<file path="config.mk">
export PLATFORM = sky130hd
export DESIGN_NAME = mem_arb_ctrl
export DESIGN_NICKNAME = d
export VERILOG_FILES = /design/src/rtl/mem_arb_ctrl.sv
export SDC_FILE = /design/constraint.sdc
export NUM_CORES = 1
export LEC_CHECK = 0
export CELL_PAD_IN_SITES_DETAIL_PLACEMENT = 1
export CELL_PAD_IN_SITES_GLOBAL_PLACEMENT = 1
export CORE_MARGIN = 2
export CORE_UTILIZATION = 34
export DETAILED_ROUTE_END_ITERATION = 16
export PLACE_DENSITY = 0.89
export SLEW_MARGIN = 40
export SYNTH_ARGS = -nofsm -noshare
export SYNTH_HDL_FRONTEND = slang
export SYNTH_SLANG_ARGS = --single-unit
</file>
<file path="constraint.sdc">
create_clock -name clk -period 6.1 [get_ports clk]
set_clock_uncertainty 0.15 [all_clocks]
set_input_delay 0.61 -clock clk [delete_from_list [all_inputs] [get_ports clk]]
set_output_delay 0.61 -clock clk [all_outputs]
set_load 0.005 [all_outputs]
</file>
<file path="src/rtl/mem_arb_ctrl.sv">
// mem_arb_ctrl: arbitrates fetch (I) and data (D) requesters onto one fixed-latency memory,
// flags unaligned accesses and pulses the memory dump on halt or first error.
module mem_arb_ctrl #(
    parameter int LAT = 0,
    parameter int AW  = 16,
    parameter int DW  = 16
) (
    input  logic          clk,
    input  logic          rst,
    input  logic          i_req,
    input  logic [AW-1:0] i_addr,
    output logic          i_stall,
    output logic          i_done,
    output logic [DW-1:0] i_rdata,
    input  logic          d_req,
    input  logic          d_wr,
    input  logic [AW-1:0] d_addr,
    input  logic [DW-1:0] d_wdata,
    output logic          d_stall,
    output logic          d_done,
    output logic [DW-1:0] d_rdata,
    input  logic          halt,
    output logic          mem_en,
    output logic          mem_wr,
    output logic [AW-1:0] mem_addr,
    output logic [DW-1:0] mem_wdata,
    input  logic [DW-1:0] mem_rdata,
    output logic          mem_dump,
    output logic          err
);
    typedef enum logic [2:0] {S_IDLE, S_ISSUE, S_WAIT, S_DONE, S_HALT} state_t;
    state_t        r_state;
    logic          r_own_d, r_wr, r_starve, r_i_done, r_d_done, r_mem_en, r_mem_wr, r_dump, r_err;
    logic [2:0]    r_cnt;
    logic [AW-1:0] r_mem_addr;
    logic [DW-1:0] r_mem_wdata, r_i_rdata, r_d_rdata;
    logic          w_grant_d;
    logic [AW-1:0] w_addr;
    assign w_grant_d = d_req & (~i_req | ~r_starve);
    assign w_addr    = w_grant_d ? d_addr : i_addr;
    always_ff @(posedge clk or posedge rst) begin
        if (rst) begin
            r_state     <= S_IDLE;
            r_own_d     <= 1'b0;
            r_wr        <= 1'b0;
            r_starve    <= 1'b0;
            r_i_done    <= 1'b0;
            r_d_done    <= 1'b0;
            r_mem_en    <= 1'b0;
            r_mem_wr    <= 1'b0;
            r_dump      <= 1'b0;
            r_err       <= 1'b0;
            r_cnt       <= '0;
            r_mem_addr  <= '0;
            r_mem_wdata <= '0;
            r_i_rdata   <= '0;
            r_d_rdata   <= '0;
        end else begin
            r_i_done    <= 1'b0;
            r_d_done    <= 1'b0;
            r_mem_en    <= 1'b0;
            r_mem_wr    <= 1'b0;
            r_mem_addr  <= '0;
            r_mem_wdata <= '0;
            r_dump      <= 1'b0;
            case (r_state)
                S_IDLE: begin
                    if (halt) begin
                        r_dump  <= 1'b1;
                        r_state <= S_HALT;
                    end else if (i_req | d_req) begin
                        r_own_d  <= w_grant_d;
                        r_wr     <= w_grant_d & d_wr;
                        // D wins ties unless I lost the previous tie
                        r_starve <= w_grant_d ? (r_starve | i_req) : (r_starve & ~d_req);
                        if (w_addr[0]) begin
                            r_err    <= 1'b1;
                            r_dump   <= ~r_err;
                            r_i_done <= ~w_grant_d;
                            r_d_done <= w_grant_d;
                            r_state  <= S_DONE;
                        end else begin
                            r_mem_en    <= 1'b1;
                            r_mem_wr    <= w_grant_d & d_wr;
                            r_mem_addr  <= w_addr;
                            r_mem_wdata <= w_grant_d ? d_wdata : '0;
                            r_cnt       <= '0;
                            r_state     <= S_ISSUE;
                        end
                    end
                end
                S_ISSUE, S_WAIT: begin
                    if (r_cnt == 3'(LAT)) begin
                        if (!r_wr && r_own_d) r_d_rdata <= mem_rdata;
                        if (!r_wr && !r_own_d) r_i_rdata <= mem_rdata;
                        r_d_done <= r_own_d;
                        r_i_done <= ~r_own_d;
                        r_state  <= S_DONE;
                    end else begin
                        r_cnt   <= r_cnt + 3'd1;
                        r_state <= S_WAIT;
                    end
                end
                S_DONE:  r_state <= S_IDLE;
                default: r_state <= S_HALT;
            endcase
        end
    end
    assign i_stall   = i_req & ~r_i_done;
    assign d_stall   = d_req & ~r_d_done;
    assign i_done    = r_i_done;
    assign d_done    = r_d_done;
    assign i_rdata   = r_i_rdata;
    assign d_rdata   = r_d_rdata;
    assign mem_en    = r_mem_en;
    assign mem_wr    = r_mem_wr;
    assign mem_addr  = r_mem_addr;
    assign mem_wdata = r_mem_wdata;
    assign mem_dump  = r_dump;
    assign err       = r_err;
endmodule

</file>
==> flow_summary.ini, run 1 <==
[run_status]
status = finished clean

[power_and_ir_drop]
ir_worst_vdd_uv = 111
p_per_area_nw_per_um2 = 236
p_leak_uw = 0.00219

[placement]
dp_hpwl_um = 6290
routabilityCongestion = 0.788
dp_cells = 478
port_buffers = 140
place_area_um2 = 4550

[setup_path]
cp-end-kind = output pin
required_ns = 5.34
cp.arrival_ns = 1.89
startpoint_type = input port
critPathMaxFanout = 7
crit_type = input port to output pin

[clocking]
cts-root-buf = clkbuf_8
cts_buffers = 9
cts_tree = built
worstSkewPairLatency_ns = 0.34
cts_hold_buf = 0
cts_buffer_depth = 2
post_cts_buffers = 0
postCtsResizedCells = 0
clkTransAtPathRegs_ns = 0.08
cts_max_level = 3
cts_sinks = 78

[grt]
overflow = 0
grt_start_max_net_pins = 79
grtUsageTotal_pct = 17.9
antenna_found_initial = 0
grt_pass1_wl_um = 13500
grt_pass1_vias = 2575

[routing]
drt_pass1_iterations = 4
drtIter0Drc = 35
via_per_inst = 4.78
ant_nets = 0
route.detailed.drc = 0
vias = 2367
routedWlPerCell_um = 17.0
totalWireLength_um = 8430

[synth]
yosys_warnings = 0
ys_seq_area_share_pct = 64.1
synthArstFlopShare_pct = 100
netlist_area_um2 = 3040
synth_seq_cells = 78
netlist_instances = 236
synth_flop_cell = dfrtp_1
synth_edf_count = 0
syn_avg_cell_area_um2 = 12.9
syn_nets = 308
synth_cell_types = 36

[cells_and_area]
layout-drive-gt1-share_pct = 15.2
layout_commonest_cell = clkdlybuf4s50_1
fin_nets = 455
utilization_pct = 54.9
area_growth_pct = 57.2
final_cells = 495
layout_common_cells = clkdlybuf4s50_1 (140), dfrtp_1 (78), nand2_1 (37)
diodes = 0
finalInstanceArea_um2 = 4790

[sta]
tightest_slew_ns = 0.702
drv_slew = 0
whs_ns = 0.364
timing.fmax_ghz = 0.378
hold_viol = 0
period_minus_slack_ns = 2.65
slew_headroom_pct = 53.2
rsz0062_at_grt = no
setup_tns_ns = 0
setup_viol_count_final = 0
min_period_over_period_pct = 43.4

[min_path]
min_path_type = flip-flop to flip-flop

[floorplanning]
dieHeight_um = 98.6
die_area_um2 = 9730
io_pins = 142
core_area_um2 = 8720
rows = 34
initial_core_util_pct = 34.9
die_width_um = 98.6

[run]
maxCapViolations = 0
## state kept, by name (all words and copies together), names as in the netlist, 3 cells and up
name	cells
d_rdata	16
i_rdata	16
mem_wdata	16
mem_addr	15
r_cnt	3
r_state	3
## per-stage QoR
stage	power (µW)	worst slack, ns
5_1_grt	1190	3.36
4_1_cts	1150	3.35
3_5_place_dp	730	3.32
2_1_floorplan	633	3.34
3_3_place_gp	720	3.39
6_report	1130	3.45
## power breakdown
group | total, µW | switching (µW) | internal (µW) | leakage, µW
sequential | 561 | 19.9 | 541 | 0.00107
clock | 412 | 184 | 228 | 0.000109
combinational | 156 | 58.2 | 98.2 | 0.00101
total | 1130 | 262 | 867 | 0.00219
## area by class of cell
cell class                 instances  area (µm²)
sequential                        78        1950
timing repair buffer             145        1450
tap                              108         135
clock inverter                     6        87.6
multi-input combinational        145        1020
clock buffer                       9         124
inverter                           4        16.3
fill                             933        3940
## cell usage after synthesis (all sizes together), types with 2 or more instances
cell type | count | area share, %
inv | 4 | 0.49
nor2b | 3 | 0.62
o22ai | 2 | 0.41
nand2b | 2 | 0.41
xnor2 | 2 | 0.58
mux2i | 2 | 0.66
clkbuf | 5 | 0.62
and2 | 17 | 3.5
nor2 | 4 | 0.49
ha | 2 | 0.82
a21oi | 15 | 2.5
nand2 | 37 | 4.6
nor3 | 5 | 1.2
dfrtp | 78 | 64
o21ai | 3 | 0.49
mux2 | 34 | 13
a21o | 2 | 0.49
buf | 4 | 1.4
## worst max-delay path, stage by stage
cell	delay (ns)
clkdlybuf4s50_1	0.59
nor2b_1	0.17
clkdlybuf4s50_1	0.51
## logic make-up after synthesis
| kind of cell | after synthesis | share of synthesized area (%) |
|---|---|---|
| adder cells (fa/ha/maj) | 2 | 0.822 |
| XOR/XNOR | 2 | 0.576 |
| other | 1 | 0.123 |
| AND/OR/NAND/NOR | 74 | 12.5 |
| flip-flops | 78 | 64.1 |
| multiplexers | 36 | 13.2 |
| buffers and inverters | 13 | 2.47 |
| AO/OA/AOI/OAI | 30 | 6.12 |
## routing by layer
layer	routed length, µm	vias to the layer above	track usage, %
li1	-	1090	-
met1	3340	1179	21.1
met2	4480	89	32.0
met3	523	9	5.11
met4	89	0	4.74
met5	0	-	0
## worst paths after layout
check	cells past startpoint	start	slack, ns	endpoint
max	3	i_req	3.45	i_stall
min	1	i_rdata[13]	0.36	i_rdata[13]
max reg2reg	7	r_cnt[0]	3.51	d_rdata[2]
min reg2reg	1	i_rdata[13]	0.36	i_rdata[13]
max in group asynchronous	3	rst	4.70	r_cnt[2]
min in group asynchronous	3	rst	0.62	mem_addr[5]
Note: power is estimated with default switching activity, not from simulation.
==> inputs of run 2 (changes only) <==
--- a/config.mk
+++ b/config.mk
@@ -8,9 +8,9 @@
 export CELL_PAD_IN_SITES_DETAIL_PLACEMENT = 1
 export CELL_PAD_IN_SITES_GLOBAL_PLACEMENT = 1
 export CORE_MARGIN = 2
-export CORE_UTILIZATION = 34
+export CORE_UTILIZATION = 31
 export DETAILED_ROUTE_END_ITERATION = 16
-export PLACE_DENSITY = 0.89
+export PLACE_DENSITY = 0.82
 export SLEW_MARGIN = 40
 export SYNTH_ARGS = -nofsm -noshare
 export SYNTH_HDL_FRONTEND = slang
==> constraint.sdc (replaced) <==
create_clock -name clk -period 2.57 [get_ports clk]
set_clock_uncertainty 0.15 [all_clocks]
set_input_delay 0.257 -clock clk [delete_from_list [all_inputs] [get_ports clk]]
set_output_delay 0.257 -clock clk [all_outputs]
set_load 0.005 [all_outputs]
==> flow_summary.ini, run 2 (synthesis results as in run 1) <==
[run_status]
status = finished clean

[routing]
via_per_inst = 4.38
route.detailed.drc = 0
drtIter0Drc = 64
drt_pass1_iterations = 4
routedWlPerCell_um = 15.3
ant_nets = 0
vias = 2295
totalWireLength_um = 8030

[setup_path]
rrSetupSlack_ns = 0.21
crit_type = flip-flop to flip-flop
crit_cells = 7
critical_path.startpoint = r_cnt[0]
max_stage_delay_ns = 0.47
startpoint_type = flip-flop
crit_family = simple AND/OR/NAND/NOR gates
worstPathCellList = inv_1 -> ha_1 -> and2b_2 -> or3b_1 -> nor3b_4 -> buf_12 -> mux2_2
critPathMaxFanout = 16
cp-end-kind = flip-flop
cp.arrival_ns = 2.43
required_ns = 2.63
r2r_start = r_cnt[0]
r2r_cells = 7
crit_buf_inv = 2
r2r-end = d_rdata[15]
crit_end = d_rdata[15]
critical_path.slowest_cell = or3b_1

[clocking]
cts_buffer_depth = 2
cts-root-buf = clkbuf_8
cts_hold_buf = 0
post_cts_buffers = 0
cts_tree = built
cts_max_level = 3
cts_buffers = 9
worstSkewPairLatency_ns = 0.34
clkTransAtPathRegs_ns = 0.08
postCtsResizedCells = 0
cts_sinks = 78

[floorplanning]
rows = 36
die_width_um = 103
dieHeight_um = 103
io_pins = 142
core_area_um2 = 9640
initial_core_util_pct = 31.6
die_area_um2 = 10600

[sta]
setup_tns_ns = 0
setup_viol_count_final = 0
tightest_slew_ns = 0.700
timing.fmax_ghz = 0.423
drv_slew = 0
period_minus_slack_ns = 2.36
hold_viol = 0
slew_headroom_pct = 52.8
rsz0062_at_grt = no
min_period_over_period_pct = 92.0

[run]
maxCapViolations = 0

[placement]
port_buffers = 140
dp_cells = 508
dp_hpwl_um = 6240
routabilityCongestion = 0.746

[power_and_ir_drop]
p_leak_uw = 0.00221
p_per_area_nw_per_um2 = 555
ir_worst_vdd_uv = 240

[grt]
grt_pass1_vias = 2508
antenna_found_initial = 0
grtUsageTotal_pct = 15.5
grt_start_max_net_pins = 43
grt_pass1_wl_um = 12500
overflow = 0

[cells_and_area]
fin_nets = 458
diodes = 0
layout_common_cells = clkdlybuf4s50_1 (140), dfrtp_1 (78), nand2_1 (37)
area_growth_pct = 59.8
layout-drive-gt1-share_pct = 15.9
layout_commonest_cell = clkdlybuf4s50_1
final_cells = 524

[min_path]
min_path_type = input port to asynchronous set/reset pin
[run 2: cell count changes in the layout (fill, tap and decap cells not counted)]
cell        previous run  this run
clkinv_4               2         1
buf_12                 0         3
buf_6                  2         0
clkinvlp_4             0         1
buf_4                  2         5
buf_8                  1         0
clkbuf_1               0         1
[run 2: cell type report]
class	count	area [µm²]
clock buffer	10	128
clock inverter	6	86.3
fill	1054	4770
inverter	4	16.3
multi-input combinational	145	1020
sequential	78	1950
tap	133	166
timing repair buffer	148	1500
[run 2: per-layer routing]
| layer | track usage [%] | routed length (µm) | vias to the layer above |
|---|---|---|---|
| met1 | 18.1 | 3150 | 1108 |
| met5 | 0 | 0 | - |
| met2 | 27.0 | 4170 | 87 |
| met4 | 4.25 | 75 | 0 |
| met3 | 5.63 | 639 | 6 |
| li1 | - | - | 1094 |
[run 2: worst reg2reg max path: stages, from the launching register on]
cell and delay (ns):
dfrtp_1 0.42, inv_1 0.08, ha_1 0.16, and2b_2 0.17, or3b_1 0.47, nor3b_4 0.27, buf_12 0.18, mux2_2 0.35
[run 2: worst min path at each step]
| stage | slack, ns | startpoint | end | cells past startpoint |
|---|---|---|---|---|
| after global routing | 0.07 | rst | i_rdata[6] | 2 |
| after CTS | 0.04 | rst | d_rdata[7] | 2 |
| after global placement | 0.34 | i_rdata[5] | i_rdata[5] | 1 |
| after floorplan | 0.18 | d_addr[0] | mem_wr | 1 |
| after detailed placement | 0.35 | d_rdata[7] | d_rdata[7] | 1 |
| final | 0.05 | rst | d_rdata[7] | 2 |
[run 2: power breakdown]
part / switching (µW) / total [µW] / leakage, µW / internal (µW)
clock: 447 / 993 / 0.000106 / 546
combinational: 136 / 373 / 0.00103 / 237
sequential: 50.4 / 1330 / 0.00107 / 1280
[run 2: per-stage QoR]
stage | power, µW | area, µm² | worst slack [ns] | util [%] | hold slack (ns)
6_report | 2700 | 4860 | 0.206 | 50.5 | 0.0505
5_1_grt | 2830 | 4860 | 0.112 | 50.5 | 0.0715
4_1_cts | 2740 | 4860 | 0.198 | 50.5 | 0.0440
3_5_place_dp | 1740 | 4650 | 0.225 | 48.2 | 0.347
3_3_place_gp | 1720 | 4650 | 0.321 | 48.2 | 0.342
2_1_floorplan | 1500 | 3040 | 0.168 | - | 0.179
==> inputs of run 3 (changes only) <==
--- a/config.mk
+++ b/config.mk
@@ -7,7 +7,6 @@
 export LEC_CHECK = 0
 export CELL_PAD_IN_SITES_DETAIL_PLACEMENT = 1
 export CELL_PAD_IN_SITES_GLOBAL_PLACEMENT = 1
-export CORE_MARGIN = 2
 export CORE_UTILIZATION = 31
 export DETAILED_ROUTE_END_ITERATION = 16
 export PLACE_DENSITY = 0.82
==> flow_summary.ini, run 3 (synthesis results as in run 1) <==
[run]
maxCapViolations = 0

[floorplanning]
initial_core_util_pct = 32.5
dieHeight_um = 101
rows = 35
core_area_um2 = 9370
die_area_um2 = 10200
io_pins = 142
die_width_um = 101

[cells_and_area]
layout_common_cells = clkdlybuf4s50_1 (140), dfrtp_1 (78), nand2_1 (37)
multiInputGateArea_um2 = 1020
layout-drive-gt1-share_pct = 15.4
diodes = 0
nFillCells = 1009
finalInstanceArea_um2 = 4830
layout_commonest_cell = clkdlybuf4s50_1
fin_nets = 456
area_growth_pct = 58.7
seq_area_um2 = 1950
utilization_pct = 51.5
final_cells = 518

[clocking]
clkTransAtPathRegs_ns = 0.08
worstSkewPairLatency_ns = 0.34
cts_sinks = 78
cts-root-buf = clkbuf_8
post_cts_buffers = 0
cts_buffer_depth = 2
cts_hold_buf = 0
cts_tree = built
postCtsResizedCells = 0
cts_max_level = 3
cts_buffers = 9

[power_and_ir_drop]
ir_worst_vdd_uv = 214
p_per_area_nw_per_um2 = 543
p_leak_uw = 0.00219

[grt]
antenna_found_initial = 0
grt_pass1_vias = 2505
grtUsageTotal_pct = 16.3
grt_start_max_net_pins = 79
grt_pass1_wl_um = 12600
overflow = 0

[min_path]
min_path_type = input port to asynchronous set/reset pin

[setup_path]
worstPathCellList = inv_1 -> ha_1 -> and2b_2 -> or3b_1 -> nor3b_4 -> buf_12 -> mux2_2
cp.arrival_ns = 2.40
critPathMaxFanout = 16
critical_path.slowest_cell = or3b_1
crit_family = simple AND/OR/NAND/NOR gates
crit_type = flip-flop to flip-flop
max_stage_delay_ns = 0.47
startpoint_type = flip-flop
crit_buf_inv = 2
cp-end-kind = flip-flop
required_ns = 2.64

[sta]
setup_viol_count_final = 0
period_minus_slack_ns = 2.33
drv_slew = 0
timing.fmax_ghz = 0.429
hold_viol = 0
setup_tns_ns = 0
tightest_slew_ns = 0.598
rsz0062_at_grt = no
slew_headroom_pct = 59.7
min_period_over_period_pct = 90.6

[routing]
drtIter0Drc = 37
routedWlPerCell_um = 15.5
totalWireLength_um = 8020
drt_pass1_iterations = 3
ant_nets = 0
route.detailed.drc = 0
via_per_inst = 4.53
vias = 2344

[placement]
dp_hpwl_um = 6100
routabilityCongestion = 0.728
port_buffers = 140
dp_cells = 502
place_area_um2 = 4630

[run_status]
status = finished clean
[run 3: final cells by class]
class | instances | area share [%]
inverter | 4 | 0.337
multi-input combinational | 145 | 21.1
clock buffer | 11 | 2.93
timing repair buffer | 146 | 30.7
tap | 129 | 3.34
clock inverter | 5 | 1.22
sequential | 78 | 40.4
[run 3: power breakdown]
group	internal, µW	total [µW]	leakage, µW	switching [µW]
Clock	476	917	0.0000955	441
Combinational	237	373	0.00102	136
Sequential	1280	1330	0.00107	48.5
[run 3: final timing paths]
kind                                 start      endpoint  slack, ns  depth (start not counted)
worst min register to register  i_rdata[6]    i_rdata[6]       0.36                          1
min in group clk                d_addr[11]  mem_addr[11]       0.31                          3
worst max register to register    r_cnt[1]    d_rdata[1]       0.24                          7
max in group asynchronous              rst   mem_addr[1]       1.77                          3
worst max-delay path              r_cnt[1]    d_rdata[1]       0.24                          7
worst min-delay path                   rst    i_rdata[5]       0.19                          3
[run 3: worst register-to-register path: stages (launching register included)]
cell and delay [ns]:
dfrtp_1 0.39, inv_1 0.09, ha_1 0.17, and2b_2 0.16
or3b_1 0.47, nor3b_4 0.26, buf_12 0.18, mux2_2 0.35
[run 3: metal layers]
layer / global-route usage (%) / share of wire, % / vias up
met5: 0 / 0 / -
met4: 5.91 / 2.1 / 0
met3: 6.17 / 8.5 / 15
met2: 28.3 / 51 / 97
met1: 18.3 / 38 / 1148
li1: - / - / 1084
[run 3: per-stage QoR]
step	hold slack, ns	setup slack (ns)	power, µW
after floorplan	0.179	0.168	1500
after global placement	0.338	0.322	1710
after detailed placement	0.347	0.230	1740
after CTS	0.183	0.224	2660
after global routing	0.211	0.137	2750
final	0.186	0.241	2620
